## src/rtl/regfile_stk.sv

```systemverilog
// NREGS x DATA_W register file (r0 hardwired to zero) with a circular return-address stack.
// Optional REGFILE_BYPASS_EN: same-cycle forwarding of wd to rd1/rd2 and of pc to ret_addr.
module regfile_stk #(
    parameter int unsigned DATA_W    = 16,
    parameter int unsigned NREGS     = 8,
    parameter int unsigned STK_DEPTH = 4,
    localparam int unsigned ADDR_W   = $clog2(NREGS),
    localparam int unsigned SP_W     = $clog2(STK_DEPTH)
) (
    input  logic              clk,
    input  logic              rst_n,
    input  logic              we,
    input  logic [ADDR_W-1:0] wa,
    input  logic [DATA_W-1:0] wd,
    input  logic [ADDR_W-1:0] ra1,
    input  logic [ADDR_W-1:0] ra2,
    output logic [DATA_W-1:0] rd1,
    output logic [DATA_W-1:0] rd2,
    input  logic [DATA_W-1:0] pc,
    input  logic              call,
    input  logic              ret,
    output logic [DATA_W-1:0] ret_addr,
    output logic [SP_W:0]     stk_cnt,
    output logic              stk_full,
    output logic              stk_empty,
    output logic              ovf,
    output logic              unf,
    input  logic              clr_err
);

    localparam int unsigned CNT_W = SP_W + 1;
    localparam logic [CNT_W-1:0] CNT_MAX = CNT_W'(STK_DEPTH);

    logic [DATA_W-1:0] rf  [NREGS];
    logic [DATA_W-1:0] stk [STK_DEPTH];
    logic [SP_W-1:0]   tp, tp_nxt, push_idx;
    logic [CNT_W-1:0]  cnt_nxt;
    logic              push, ovf_evt, unf_evt;

    // Combinational read ports; r0 always reads zero
    always_comb begin
        rd1 = (ra1 == '0) ? '0 : rf[ra1];
        rd2 = (ra2 == '0) ? '0 : rf[ra2];
`ifdef REGFILE_BYPASS_EN
        if (we && (wa != '0) && (wa == ra1)) rd1 = wd;
        if (we && (wa != '0) && (wa == ra2)) rd2 = wd;
`endif
    end

    // Top of stack, zero when empty
    always_comb begin
        ret_addr = (stk_cnt == '0) ? '0 : stk[tp];
`ifdef REGFILE_BYPASS_EN
        if (call && ret) ret_addr = pc;
`endif
    end

    // Stack next-state: call+ret on a non-empty stack replaces the top in place
    always_comb begin
        tp_nxt   = tp;
        cnt_nxt  = stk_cnt;
        push     = 1'b0;
        push_idx = tp + SP_W'(1);
        ovf_evt  = 1'b0;
        unf_evt  = 1'b0;
        if (call && ret && (stk_cnt != '0)) begin
            push     = 1'b1;
            push_idx = tp;
        end else if (call) begin
            push   = 1'b1;
            tp_nxt = tp + SP_W'(1);
            if (stk_cnt == CNT_MAX) ovf_evt = 1'b1;
            else                    cnt_nxt = stk_cnt + CNT_W'(1);
            if (ret) unf_evt = 1'b1;
        end else if (ret) begin
            if (stk_cnt != '0) begin
                tp_nxt  = tp - SP_W'(1);
                cnt_nxt = stk_cnt - CNT_W'(1);
            end else begin
                unf_evt = 1'b1;
            end
        end
    end

    always_ff @(posedge clk or negedge rst_n) begin
        if (!rst_n) begin
            for (int i = 0; i < int'(NREGS); i++)     rf[i]  <= '0;
            for (int i = 0; i < int'(STK_DEPTH); i++) stk[i] <= '0;
            tp        <= '0;
            stk_cnt   <= '0;
            stk_full  <= 1'b0;
            stk_empty <= 1'b1;
            ovf       <= 1'b0;
            unf       <= 1'b0;
        end else begin
            if (we && (wa != '0)) rf[wa] <= wd;
            if (push) stk[push_idx] <= pc;
            tp        <= tp_nxt;
            stk_cnt   <= cnt_nxt;
            stk_full  <= (cnt_nxt == CNT_MAX);
            stk_empty <= (cnt_nxt == '0);
            // A new error event wins over a coincident clear
            ovf       <= (ovf & ~clr_err) | ovf_evt;
            unf       <= (unf & ~clr_err) | unf_evt;
        end
    end

endmodule

```

## config.mk

```make
export PLATFORM = sky130hd
export DESIGN_NAME = regfile_stk
export DESIGN_NICKNAME = d
export VERILOG_FILES = /design/src/rtl/regfile_stk.sv
export SDC_FILE = /design/constraint.sdc
export NUM_CORES = 1
export LEC_CHECK = 0
export ABC_AREA = 1
export ABC_CLOCK_PERIOD_IN_PS = 2009
export CAP_MARGIN = 20
export CORE_MARGIN = 2
export CORE_UTILIZATION = 25
export CTS_CLUSTER_SIZE = 8
export DETAILED_ROUTE_END_ITERATION = 16
export PLACE_DENSITY = 0.51
export SLEW_MARGIN = 20
export SYNTH_ARGS = -nofsm -noshare
export SYNTH_HDL_FRONTEND = slang
export SYNTH_SLANG_ARGS = --single-unit
```

## constraint.sdc

```tcl
create_clock -name clk -period 2.01 [get_ports clk]
set_input_delay 0.3015 -clock clk [delete_from_list [all_inputs] [get_ports clk]]
set_output_delay 0.3015 -clock clk [all_outputs]
set_load 0.01 [all_outputs]
```

==> flow_summary_export.csv <==
group,metric,value,unit
timing,setup_viol,16,
yosys,synth.distinct_cells,33,
grt,gr-total-overflow,0,
placement,dp.cells,2028,
outcome,violations,"negative setup slack",
grt,grt.total_usage,16.3,%
cts,clk_pin_slew,0.05,ns
power,power_density,1310,nW/um^2
grt,grt_max_degree,56,
yosys,synth_top_cell_by_area,"dfrtp_1",
yosys,ys.flop_type,"dfrtp_1",
placement,io_buffers,101,
yosys,ys_seq_area_share,47.1,%
timing,tightest_slew,0.502,ns
worst_setup_path,crit_fanout,6,
worst_setup_path,cp-end-kind,"primary output",
outcome,status,"finished with violations",
floorplan,ios,102,
worst_setup_path,timing_worst_setup_path_type,"register to primary output",
cts,clkLatencyLatePin,0.55,ns
layout,final_cell_area,14300,um^2
layout,antenna_cells,0,
timing,final_hold_viol_count,0,
run,drv_cap,0,
placement,gp_congestion,0.866,
grt,grt_pass1_vias,9921,
routing,drt_iter0_drc,816,
floorplan,start_util,25.4,%
placement,dp_hpwl,24.0,mm
floorplan,die_h,211,um
yosys,synth_area,10700,um^2
cts,clockBufferDepth,3,
cts,clkSinkCount,201,
routing,drc_errors,0,
timing,rsz0062_at_grt,"true",
timing,fin_hold_ws,0.282,ns
layout,layoutNonFillerInstCount,2104,
layout,fillerInstances,4478,
yosys,synth-seq-cells,201,
timing,setup_ws,-0.104,ns
routing,wl_per_cell,17.6,um
timing,drv_slew,0,
yosys,synth_cells,1422,
timing,skew,0.0103,ns
timing,post-route-period-util,105,%
worst_hold_path,min-delay-path-class,"input pin to async pin",
power,leakage,6.58,nW
power,peakVddDrop,0.765,mV
routing,final_antenna_net_count,0,
cts,cts_tree,"yes",
yosys,synth_area_leaders,"dfrtp_1, o21ai_0, nand2_1",
grt,antenna_found_initial,0,
routing,first_pass_iters,5,
layout,nets,1605,
timing,period_minus_slack,2.11,ns
yosys,async_flop_share,100,%
worst_setup_path,arrival,1.81,ns
yosys,avgSynthCellArea,7.51,um^2
placement,place_area,12700,um^2
layout,drive_above_1_share,20.9,%
yosys,synth_edf_count,0,
floorplan,core,42000,um^2
grt,grt_pass1_wl,57.5,mm
cts,root_buffer,"clkbuf_16",
yosys,yosysWarnings,0,
yosys,synth.top_cell.area_share,46.9,%
timing,fmax,473,MHz
power,p_total,18.6,mW
worst_setup_path,critPathLaunchType,"register",
routing,routed_wl,37.0,mm
layout,fin_util,33.9,%
layout,area_delta_synth_final,33.5,%
floorplan,fp-row-count,75,
routing,post_drt_via_cell_ratio,4.90,
floorplan,fp.dieArea,44400,um^2
floorplan,die_width,211,um
cts,htree_levels,1,
cts,cts_made_buffers,29,
yosys,syn_nets,1472,
worst_setup_path,cp_data_required_time,1.71,ns
timing,relSlewSlack,66.6,%
routing,num_vias,10300,
## what timing repair did
item,4_1_cts,5_1_grt
endpoints found under the setup margin,48,107
gates cloned,5,7
resized for setup,287,134
hold buffers,1,0
pin swaps,30,52
buffers inserted,12,16
hold endpoints to repair,44,0
## metal layers
layer | track usage [%] | part of all wire [%] | vias to the layer above
met5 | 0 | 0 | -
met4 | 4.15 | 2.8 | 0
met3 | 2.69 | 5.6 | 67
met2 | 27.1 | 48 | 330
met1 | 21.9 | 44 | 4920
li1 | - | - | 4989
## cells in the mapped netlist (3+ instances only)
master    number
buf_2         17
nand2_4        3
nand3_4        4
o21ai_1       13
xor2_1         3
buf_6          8
ha_1           3
clkbuf_1      86
nand2_1      361
nand3_1       41
buf_1          4
nand2_2        3
nand4_1       49
nor2_1       134
inv_1         83
a21oi_1       81
dfrtp_1      200
inv_2          3
o211ai_1      33
o21ai_0      276
## worst max-delay path: stages (launching register included)
cell	delay [ns]
dfrtp_2	0.41
buf_12	0.16
clkinv_8	0.07
buf_12	0.14
o21ai_0	0.24
a21oi_2	0.10
buf_2	0.15
## report_power, final
| part | switching (mW) | internal, mW | leakage, nW |
|---|---|---|---|
| clock | 1.80 | 2.71 | 0.387 |
| sequential | 0.748 | 5.18 | 2.54 |
| combinational | 4.76 | 3.42 | 3.66 |
| total | 7.32 | 11.3 | 6.58 |
## cell usage in the layout (no fill, tap or decap), types with 15 or more instances in the layout
master	n
o211ai_1	33
o21ai_1	65
buf_4	71
dfrtp_1	199
clkbuf_16	30
nand3_1	40
buf_6	17
nor2_4	15
inv_2	18
buf_12	28
nor2_2	24
nand4_1	49
nor2_1	98
inv_1	65
buf_2	37
nand2_1	354
clkdlybuf4s50_1	46
o21ai_0	213
a21oi_1	51
a21oi_2	29
## area by class of cell
type                            instances  area [um^2]  area share (%)
Timing Repair Buffer                  213         2150            15.1
Tap cell                              539          674            4.73
Clock inverter                          2         35.0           0.246
Multi-Input combinational cell       1020         5230            36.7
Sequential cell                       201         5030            35.3
Clock buffer                           39          763            5.35
Inverter                               90          365            2.56
## logic make-up after synthesis
family,synth area share [%]
AND/OR/NAND/NOR,24.2
AO/OA/AOI/OAI,19.8
buffers and inverters,8.20
flip-flops,47.1
XOR/XNOR,0.328
adder cells (fa/ha/maj),0.352
## worst paths after layout
| kind | startpoint | end | slack (ns) | cells after the start |
|---|---|---|---|---|
| max in group asynchronous | rst_n | stk_empty | 1.03 | 3 |
| min in group clk | call | stk[32] | 0.30 | 4 |
| hold / removal | rst_n | rf[51] | 0.28 | 2 |
| setup reg to reg | stk_cnt[1] | stk[47] | 0.07 | 13 |
| hold reg to reg | rf[112] | rf[112] | 0.39 | 0 |
| setup / recovery | tp[0] | ret_addr[2] | -0.10 | 6 |
## registers in the layout, summed over array words and instances, names as in the netlist
name and count:
stk_cnt 3, unf 1, stk_full 1, stk_empty 1, ovf 1, stk 64, rf 128, tp 2
## metrics by stage
stage	TNS, ns	worst slack, ns
finish	-1.19	-0.104
global route	-2.52	-0.179
CTS	-1.99	-0.163
detailed placement	-16.00	-0.637
global placement	-16.64	-0.655
floorplan	0	0.223
(Power assumes the default switching activity.)
